**src/rtl/lc3_mem_ctrl.sv**
```systemverilog
// LC-3 memory access controller: owns MAR/MDR, sequences external memory
// handshakes and serves the keyboard/display device registers locally.
module lc3_mem_ctrl #(
  parameter logic [15:0] ADDR_KBSR = 16'hFE00,
  parameter logic [15:0] ADDR_KBDR = 16'hFE02,
  parameter logic [15:0] ADDR_DSR  = 16'hFE04,
  parameter logic [15:0] ADDR_DDR  = 16'hFE06
) (
  input  logic        clk,
  input  logic        reset,
  input  logic [15:0] busIn,
  input  logic        ldMAR,
  input  logic        ldMDR,
  input  logic        memEN,
  input  logic        memWE,
  output logic        R,
  output logic [15:0] marOut,
  output logic [15:0] mdrOut,
  output logic [15:0] mem_addr,
  output logic [15:0] mem_wdata,
  output logic        mem_req,
  output logic        mem_we,
  input  logic [15:0] mem_rdata,
  input  logic        mem_ready,
  input  logic        kb_valid,
  input  logic [7:0]  kb_data,
  input  logic        disp_ready,
  output logic        disp_valid,
  output logic [7:0]  disp_data
);

  typedef enum logic [1:0] {IDLE, WAIT, DONE} state_t;

  // Slot order matters: 0 = KBSR, 1 = KBDR, 2 = DSR, 3 = DDR.
  localparam logic [3:0][15:0] DEV_ADDR = {ADDR_DDR, ADDR_DSR, ADDR_KBDR, ADDR_KBSR};

  state_t      state_reg, state_next;
  logic [15:0] mar_reg, mar_next;
  logic [15:0] mdr_reg, mdr_next;
  logic        we_reg, we_next;
  logic        kb_full_reg, kb_full_next;
  logic [7:0]  kb_data_reg, kb_data_next;
  logic [7:0]  disp_data_reg, disp_data_next;
  logic        disp_valid_reg, disp_valid_next;
  logic [3:0]  dev_hit;
  logic [15:0] dev_rdata;
  logic        is_dev;
  logic        start;
  logic        kbdr_read;

  genvar gi;
  generate
    for (gi = 0; gi < 4; gi++) begin : g_decode
      assign dev_hit[gi] = (mar_reg == DEV_ADDR[gi]);
    end
  endgenerate

  assign is_dev    = |dev_hit;
  assign start     = (state_reg == IDLE) && memEN;
  assign kbdr_read = start && !memWE && dev_hit[1];

  always_comb begin
    dev_rdata = '0;
    if (dev_hit[0])      dev_rdata = {kb_full_reg, 15'b0};
    else if (dev_hit[1]) dev_rdata = {8'b0, kb_data_reg};
    else if (dev_hit[2]) dev_rdata = {disp_ready, 15'b0};
  end

  always_comb begin
    state_next = state_reg;
    R          = 1'b0;
    mem_req    = 1'b0;
    mem_we     = 1'b0;
    case (state_reg)
      IDLE: if (memEN) state_next = is_dev ? DONE : WAIT;
      WAIT: begin
        mem_req = 1'b1;
        mem_we  = we_reg;
        if (mem_ready) state_next = DONE;
      end
      DONE: begin
        R          = 1'b1;
        state_next = IDLE;
      end
      default: state_next = IDLE;
    endcase
  end

  always_comb begin
    mar_next        = mar_reg;
    mdr_next        = mdr_reg;
    we_next         = we_reg;
    disp_data_next  = disp_data_reg;
    disp_valid_next = 1'b0;
    case (state_reg)
      IDLE: begin
        if (ldMAR) mar_next = busIn;
        if (ldMDR) mdr_next = busIn;
        if (memEN) begin
          we_next = memWE;
          if (is_dev && !memWE) mdr_next = dev_rdata;
          // Display write uses the MDR value held before this edge.
          if (dev_hit[3] && memWE) begin
            disp_data_next  = mdr_reg[7:0];
            disp_valid_next = 1'b1;
          end
        end
      end
      WAIT: if (mem_ready && !we_reg) mdr_next = mem_rdata;
      default: ;
    endcase
  end

  // An arriving character into an empty buffer beats a same-cycle KBDR clear.
  always_comb begin
    kb_full_next = kb_full_reg;
    kb_data_next = kb_data_reg;
    if (kb_valid && !kb_full_reg) begin
      kb_full_next = 1'b1;
      kb_data_next = kb_data;
    end else if (kbdr_read) begin
      kb_full_next = 1'b0;
    end
  end

  always_ff @(posedge clk) begin
    if (reset) begin
      state_reg      <= IDLE;
      mar_reg        <= '0;
      mdr_reg        <= '0;
      we_reg         <= 1'b0;
      kb_full_reg    <= 1'b0;
      kb_data_reg    <= '0;
      disp_data_reg  <= '0;
      disp_valid_reg <= 1'b0;
    end else begin
      state_reg      <= state_next;
      mar_reg        <= mar_next;
      mdr_reg        <= mdr_next;
      we_reg         <= we_next;
      kb_full_reg    <= kb_full_next;
      kb_data_reg    <= kb_data_next;
      disp_data_reg  <= disp_data_next;
      disp_valid_reg <= disp_valid_next;
    end
  end

  assign marOut     = mar_reg;
  assign mem_addr   = mar_reg;
  assign mdrOut     = mdr_reg;
  assign mem_wdata  = mdr_reg;
  assign disp_valid = disp_valid_reg;
  assign disp_data  = disp_data_reg;

endmodule

```
**config.mk**
```make
export PLATFORM = sky130hd
export DESIGN_NAME = lc3_mem_ctrl
export DESIGN_NICKNAME = d
export VERILOG_FILES = /design/src/rtl/lc3_mem_ctrl.sv
export SDC_FILE = /design/constraint.sdc
export NUM_CORES = 1
export LEC_CHECK = 0
export BUFFER_PORTS_ARGS = -buffer_cell sky130_fd_sc_hd__buf_4
export CORE_MARGIN = 8
export CORE_UTILIZATION = 40
export CTS_CLUSTER_DIAMETER = 100
export DETAILED_ROUTE_END_ITERATION = 16
export PLACE_DENSITY = 0.75
export SYNTH_ARGS = -nofsm -noshare
export SYNTH_HDL_FRONTEND = slang
export SYNTH_SLANG_ARGS = --single-unit
```
**constraint.sdc**
```tcl
create_clock -name clk -period 2.2 [get_ports clk]
set_input_delay 0 -clock clk [delete_from_list [all_inputs] [get_ports clk]]
set_output_delay 0 -clock clk [all_outputs]
set_load 0.01 [all_outputs]
```
Word-level counts from Yosys, hierarchy flattened
Index checks and enable logic that the tools add are counted.
{"block": "op_classes", "n_eq_ne": 9, "n_mux": 18, "bitwise": 2, "n_reduce_logical": 20}
{"operator": "$mux W16", "n": 7}
{"operator": "$eq A16 B16 Y1 const B", "n": 4}
{"operator": "$pmux W16 S2", "n": 1}
{"operator": "$reduce_and A2 Y1", "n": 4}
{"operator": "$logic_and A1 B1 Y1", "n": 7}
{"operator": "$mux W1", "n": 6}
{"operator": "$mux W2", "n": 3}
{"operator": "$ne A2 B2 Y1 const B", "n": 3}
{"operator": "$pmux W2 S2", "n": 1}
{"operator": "$reduce_bool A2 Y1", "n": 2}
{"operator": "$reduce_or A4 Y1", "n": 1}
{"operator": "$logic_not A1 Y1", "n": 3}
{"operator": "$reduce_and A3 Y1", "n": 1}
{"operator": "$reduce_or A3 Y1", "n": 1}
{"operator": "$eq A2 B1 Y1 const B", "n": 1}
{"operator": "$eq A2 B2 Y1 const B", "n": 1}
{"operator": "$logic_not A2 Y1", "n": 1}
{"operator": "$not A1 Y1", "n": 2}
{"block": "totals", "regBits": 53, "in_bits": 49}

Longest topological paths before layout
Gate-level depths: netlist of run 1.
{"block": "logic_depth", "depth_word": 7, "mapped_depth": 6, "depth_no_buf": 5}

Least setup slack after synthesis of run 1
No wires, ideal clock.
{"block": "synth_timing", "path_kind": "reg2reg", "from": "reg mar_reg[5], in the netlist marOut[5]", "to": "reg mdr_reg[15], in the netlist mdrOut[15]", "setup_ns": 0.117, "arrival_time_ns": 1.560, "required_ns": 2.083, "slack_ns": 0.522, "stages_incl_launch_ff": 5, "path_buffers": 0, "period_less_slack_ns": 1.678, "cell_sequence": "dfxtp_1 nor4b_4 nand4_4 or3_1 a32o_1"}
{"block": "synth_between", "elab_chain_len": 7}
{"item": "from (decl)", "line": "38", "rtl": "logic [15:0] mar_reg, mar_next;"}
{"item": "from (signal assigned)", "line": "138", "rtl": "mar_reg <= mar_next;"}
{"item": "$eq A16 B16 Y1", "line": "54", "rtl": "assign dev_hit[gi] = (mar_reg == DEV_ADDR[gi]);"}
{"item": "$mux W16", "line": "66", "rtl": "else if (dev_hit[2]) dev_rdata = {disp_ready, 15'b0};"}
{"item": "$mux W16", "line": "65", "rtl": "else if (dev_hit[1]) dev_rdata = {8'b0, kb_data_reg};"}
{"item": "$mux W16", "line": "64", "rtl": "if (dev_hit[0]) dev_rdata = {kb_full_reg, 15'b0};"}
{"item": "$mux W16 *", "line": "101", "rtl": "if (is_dev && !memWE) mdr_next = dev_rdata;"}
{"item": "$mux W16 *", "line": "99", "rtl": "if (memEN) begin"}
{"item": "$pmux W16 S2 *", "line": "95", "rtl": "case (state_reg)"}
{"item": "to (signal assigned)", "line": "139", "rtl": "mdr_reg <= mdr_next;"}
{"item": "to (decl)", "line": "39", "rtl": "logic [15:0] mdr_reg, mdr_next;"}
Mark *: on every way between the ends. The rest lies on a longest branch, timed or not.
A chain may end at the register's enable or synchronous reset.

Final worst setup path of run 1
{"block": "layout_timing", "from": "reg mar_reg[5], in the netlist marOut[5]", "to": "reg mdr_reg[7], in the netlist mdrOut[7]"}
{"block": "layout_between", "elab_chain_len": 6}
{"item": "$eq A16 B16 Y1", "line": "54"}
{"item": "$mux W16 / $reduce_or A4 Y1 (equally long branches)", "line": "65, 58"}
{"item": "$mux W16 / $logic_and A1 B1 Y1 (equally long branches)", "line": "64, 101"}
{"item": "$mux W16 *", "line": "101"}
{"item": "$mux W16 *", "line": "99"}
{"item": "$pmux W16 S2 *", "line": "95"}
Marked as above.

==> results of run 1 <==
-- cell usage after synthesis (all sizes together), types with 3 or more instances --
| library cell | instances |
|---|---|
| mux2 | 6 |
| nand3b | 5 |
| nor2b | 3 |
| nand3 | 9 |
| o21ai | 10 |
| a22oi | 3 |
| nand2 | 58 |
| nor2 | 21 |
| nand4 | 3 |
| buf | 42 |
| nor3b | 9 |
| a221o | 6 |
| clkbuf | 12 |
| a2111oi | 4 |
| nand2b | 4 |
| a21oi | 42 |
| a211oi | 3 |
| and4 | 4 |
| dfxtp | 53 |
| and3 | 3 |
| mux2i | 18 |
-- logic make-up (layout without fill, tap and decap cells) --
group | Yosys count | after routing
multiplexers | 24 | 24
buffers and inverters | 56 | 171
AO/OA/AOI/OAI | 72 | 72
flip-flops | 53 | 53
AND/OR/NAND/NOR | 131 | 131
-- layer usage --
layer	track usage [%]	routed length [um]	up-vias
li1	-	-	1376
met1	21.3	3870	1304
met2	31.8	4670	124
met3	6.56	806	9
met4	3.26	90	0
met5	0	0	-
-- worst max path at each step --
| stage | from | to | slack, ps | cells past startpoint |
|---|---|---|---|---|
| after floorplan | marOut[5] | mdrOut[15] | 520 | 4 |
| after global placement | marOut[5] | mdrOut[7] | 390 | 5 |
| after detailed placement | marOut[5] | mdrOut[7] | 310 | 5 |
| after CTS | marOut[5] | mdrOut[7] | 290 | 5 |
| after global routing | marOut[5] | mdrOut[7] | 190 | 5 |
| final | marOut[5] | mdrOut[7] | 300 | 5 |
-- cell usage in the layout, fill, tap and decap left out, types with 6 or more instances in the layout --
cell type / Yosys / layout
a21oi_1: 42 / 42
a221o_1: 6 / 6
buf_4: 32 / 127
clkbuf_8: 0 / 6
dfxtp_1: 53 / 53
dlygate4sd3_1: 0 / 35
mux2_2: 6 / 6
mux2i_1: 18 / 18
nand2_1: 58 / 58
nand3_1: 9 / 9
nor2_1: 20 / 20
nor3b_1: 9 / 9
o21ai_0: 10 / 10
-- stage by stage --
step,util (%),area (sq um)
after floorplan,-,2790
after global placement,51.9,3510
after detailed placement,51.9,3510
after CTS,58.4,3950
after global routing,58.4,3950
final,58.4,3950
-- critical path: cells and delay by family, from the launching register on --
kind            cells  cell delay [ps]
compound gates      1              350
simple gates        2              710
flops               1              370
mux                 1              120
buf+inv             1              260
-- area by class of cell --
| class | instances | area (sq um) |
|---|---|---|
| Inverter | 2 | 7.51 |
| Sequential cell | 53 | 1060 |
| Tap cell | 80 | 100 |
| Fill cell | 622 | 2810 |
| Multi-Input combinational cell | 227 | 1390 |
| Clock inverter | 1 | 7.51 |
| Clock buffer | 6 | 82.6 |
| Timing Repair Buffer | 162 | 1300 |
-- what timing repair did --
item                                   CTS  global route
endpoints found under the hold margin   36             0
hold buffers                            35             0
setup endpoints to repair                0             0
-- power by group --
group / switching (uW) / internal, uW / leakage [uW]
combinational: 273 / 317 / 0.00131
clock: 323 / 250 / 0.0000433
sequential: 81.8 / 1020 / 0.000435
==> flow_summary.yaml, run 1 <==
status:
  status: "completed"
logic_synthesis:
  yosys.area_share.simple_pct: 25.3
  synth_top_family_by_area: "simple AND/OR/NAND/NOR gates"
  synthCells: 336
  synth.top_cell.area_share_pct: 38.1
  synth.area.top_cells: "dfxtp_1, buf_4, nand2_1, a21oi_1, mux2i_1"
  synth-adder-area-share_pct: 0
  syn_nets: 385
  synthXorXnorAreaFrac_pct: 0
  synth_area_sq_um: 2790
  synth_seq_cells: 53
  yosys_warnings: 0
  synth_compound_area_share_pct: 15.6
  synth_edf_count: 0
  ys_seq_area_share_pct: 38.1
  synth_top_flop_cell: "dfxtp_1"
  avgSynthCellArea_sq_um: 8.30
  muxShareOfSynthArea_pct: 8.89
  synth.largest_area_cell: "dfxtp_1"
  synthArstFlopShare_pct: 0
  yosysUniqueCellTypes: 39
worst_setup_path:
  r2r_start: "marOut[5]"
  worstRegToRegCells: 5
  rrSetupSlack_ps: 300
  crit_path_max_fanout: 12
  rr_endpoint: "mdrOut[7]"
  slowest_stage: "nor4b_4"
  cp_data_arrival_time_ps: 2110
  worst_setup_path_end_kind: "flip-flop"
  crit_path_cell_trace: "nor4b_4 > nand4_4 > buf_4 > mux2i_1 > a221o_1"
  start_kind: "flip-flop"
  required_ps: 2410
  crit_type: "flip-flop to flip-flop"
  max_stage_delay_ps: 430
placement:
  dpl.hpwl_um: 7090
  dp_cells: 489
  io_buffer_count: 124
  dp_worst_setup_slack_ps: 310
  gp_congestion: 0.835
sta:
  hold_viol: 0
  fin_hold_ws_ps: 11.2
  fin_skew_ps: 11.1
  fin_crit_sh_pct: 86.4
  setup_viol: 0
  fin_setup_tns_ps: 0
  tightestPinTransition_ps: 697
  maxSlewViolCount: 0
  setup_ws_ps: 300
  min_period_ps: 1900
  slew_headroom_pct: 53.2
  fmax_mhz: 526
  rsz0062_at_grt: "no"
global_routing:
  first_global_vias: 2778
  grt-ovfl-total: 0
  grt_max_degree: 54
  grt_pass1_wl_um: 14800
  antenna_found_initial: 0
  grt_usage_pct: 18.4
finish:
  fin_cells: 531
  syn2layout_area_growth_pct: 41.7
  nets: 500
  antenna_cells: 0
  drive_gt1_share_pct: 32.8
clock_network:
  cts_max_level: 2
  post-cts-setup-buffers: 0
  cts_resized: 0
  cts_buffers: 5
  clkLatencyLatePin_ps: 310
  cts_tree: "done"
  clock_path_buffers: 2
  cts.sinks: 53
  clk_pin_slew_ps: 100
  root_buffer: "clkbuf_8"
detailed_routing:
  wl_um: 9440
  drc: 0
  vias_per_cell: 5.30
  wire_per_inst_um: 17.8
  drtIter0Drc: 154
  antenna_left: 0
  vias: 2813
  dr.pass1.iters: 4
floorplanning:
  die_area_sq_um: 9900
  core_area_sq_um: 6760
  row_count: 30
  die_w_um: 99.5
  start_util_pct: 41.3
  num_io_pins: 125
  die_height_um: 99.5
flow_run:
  cap_viol_max_count: 0
pwr:
  power_density_nw_per_um2: 574
  p_total_uw: 2270
  ir_drop_uv: 359
  power.static_leakage_uw: 0.00179
worst_hold_path:
  worstHoldStart: "memWE"
  hold_path_end: "we_reg"
  whs_path_depth: 3
  hold_path.class: "input port to flip-flop"
Note: power is estimated with default switching activity, not from simulation.
==> inputs of run 2 (changes only) <==
--- a/config.mk
+++ b/config.mk
@@ -5,7 +5,7 @@
 export SDC_FILE = /design/constraint.sdc
 export NUM_CORES = 1
 export LEC_CHECK = 0
-export BUFFER_PORTS_ARGS = -buffer_cell sky130_fd_sc_hd__buf_4
+export BUFFER_PORTS_ARGS = -buffer_cell sky130_fd_sc_hd__buf_2
 export CORE_MARGIN = 8
 export CORE_UTILIZATION = 40
 export CTS_CLUSTER_DIAMETER = 100
==> flow_summary.yaml, run 2 (synthesis results as in run 1) <==
sta:
  tightestPinTransition_ps: 763
  fmax_mhz: 540
  maxSlewViolCount: 0
  min_period_ps: 1850
  hold_viol: 0
  fin_crit_sh_pct: 84.2
  slew_headroom_pct: 48.8
  fin_skew_ps: 6.82
  rsz0062_at_grt: "no"
  setup_ws_ps: 347
  fin_setup_tns_ps: 0
  setup_viol: 0
detailed_routing:
  antenna_left: 0
  drc: 0
  vias_per_cell: 5.32
  wire_per_inst_um: 17.4
  vias: 2835
  dr.pass1.iters: 4
  wl_um: 9270
  drtIter0Drc: 183
placement:
  dpl.hpwl_um: 6910
  io_buffer_count: 124
  gp_congestion: 0.836
  placed_area_sq_um: 3210
  dp_worst_setup_slack_ps: 364
worst_setup_path:
  endpoint: "mdrOut[7]"
  worst_setup_path_end_kind: "flip-flop"
  crit_path_max_fanout: 11
  slowest_stage: "nor4b_4"
  rr_endpoint: "mdrOut[7]"
  crit_path_cell_trace: "nor4b_4 > nand4_4 > buf_4 > mux2i_1 > a221o_1"
  worstRegToRegCells: 5
  crit_type: "flip-flop to flip-flop"
  rrSetupSlack_ps: 350
  cp_data_arrival_time_ps: 2050
  required_ps: 2400
  start_kind: "flip-flop"
  startpoint: "marOut[5]"
  max_stage_delay_ps: 410
  r2r_start: "marOut[5]"
finish:
  syn2layout_area_growth_pct: 31.1
  fin_area_sq_um: 3660
  final_common_cell: "buf_2"
  final_cell_mix: "buf_2, nand2_1, dfxtp_1"
  nets: 502
  antenna_cells: 0
  final_core_util_pct: 54.1
  drive_gt1_share_pct: 32.9
pwr:
  power_density_nw_per_um2: 598
  ir_drop_uv: 334
  power.static_leakage_uw: 0.00175
  p_total_uw: 2190
global_routing:
  grt_util_met2_pct: 32.2
  grt_usage_pct: 18.0
  use_met1_pct: 19.3
  first_global_vias: 2861
  grt_pass1_wl_um: 14500
  antenna_found_initial: 0
  top_usage_layer: "met2"
  grt_max_degree: 53
  grt-ovfl-total: 0
  grt_util_met3_pct: 7.68
clock_network:
  cts.sinks: 53
  cts_buffers: 5
  root_buffer: "clkbuf_8"
  clk_pin_slew_ps: 90
  clock_path_buffers: 2
  post-cts-setup-buffers: 0
  clkLatencyLatePin_ps: 310
  cts_max_level: 2
  cts_tree: "done"
worst_hold_path:
  hold_path.class: "input port to flip-flop"
floorplanning:
  num_io_pins: 125
  core_area_sq_um: 6760
  start_util_pct: 41.3
  die_height_um: 99.5
  die_w_um: 99.5
  row_count: 30
  die_area_sq_um: 9900
status:
  status: "completed"
flow_run:
  cap_viol_max_count: 0
## run 2: changes by cell type in the layout (fill, tap and decap cells not counted), sizes merged
cell and change:
buf +1, dlygate4sd3 +1
## run 2: layout make-up
| type | count | area [sq um] |
|---|---|---|
| flip-flops and latches | 53 | 1060 |
| well taps | 80 | 100 |
| clock buffers | 6 | 82.6 |
| fillers | 654 | 3100 |
| clock inverters | 1 | 7.51 |
| repair buffers | 164 | 1010 |
| multi-input cells | 227 | 1390 |
| inverters | 2 | 7.51 |
## run 2: how the worst min path moves through the flow
stage / end / slack, ps / depth (start not counted) / start
after floorplan: kb_data_reg[0] / 140 / 2 / kb_data[0]
after global placement: mdrOut[7] / 240 / 2 / mem_rdata[7]
after detailed placement: mdrOut[7] / 230 / 2 / mem_rdata[7]
after CTS: state_reg[0] / 20 / 3 / reset
after global routing: state_reg[0] / 30 / 3 / reset
final: state_reg[0] / 20 / 3 / reset
## run 2: what timing repair did
item / 4_1_cts / 5_1_grt
hold buffers: 36 / 0
resized for setup: 0 / 0
endpoints found under the hold margin: 36 / 0
## run 2: metrics by stage
| step | hold slack (ps) | cells |
|---|---|---|
| 3_5_place_dp | 228 | 490 |
| 5_1_grt | 31.0 | 533 |
| 4_1_cts | 18.2 | 533 |
| 6_report | 19.5 | 533 |
| 3_3_place_gp | 240 | 490 |
| 2_1_floorplan | 136 | 336 |
## run 2: metal layers
metal,part of all wire (%),vias up
met5,0,-
met4,1.2,0
met3,10,12
met2,49,118
met1,39,1325
li1,-,1380
## run 2: critical path, delay by kind of cell (launching register included)
kind	cells	cell delay, ps
AO/OA/AOI/OAI	1	340
multiplexers	1	120
buffers and inverters	1	250
flip-flops	1	360
AND/OR/NAND/NOR	2	670
## run 2: power breakdown
| group | internal, uW | switching, uW |
|---|---|---|
| Clock | 250 | 325 |
| Combinational | 244 | 269 |
| Sequential | 1020 | 76.4 |
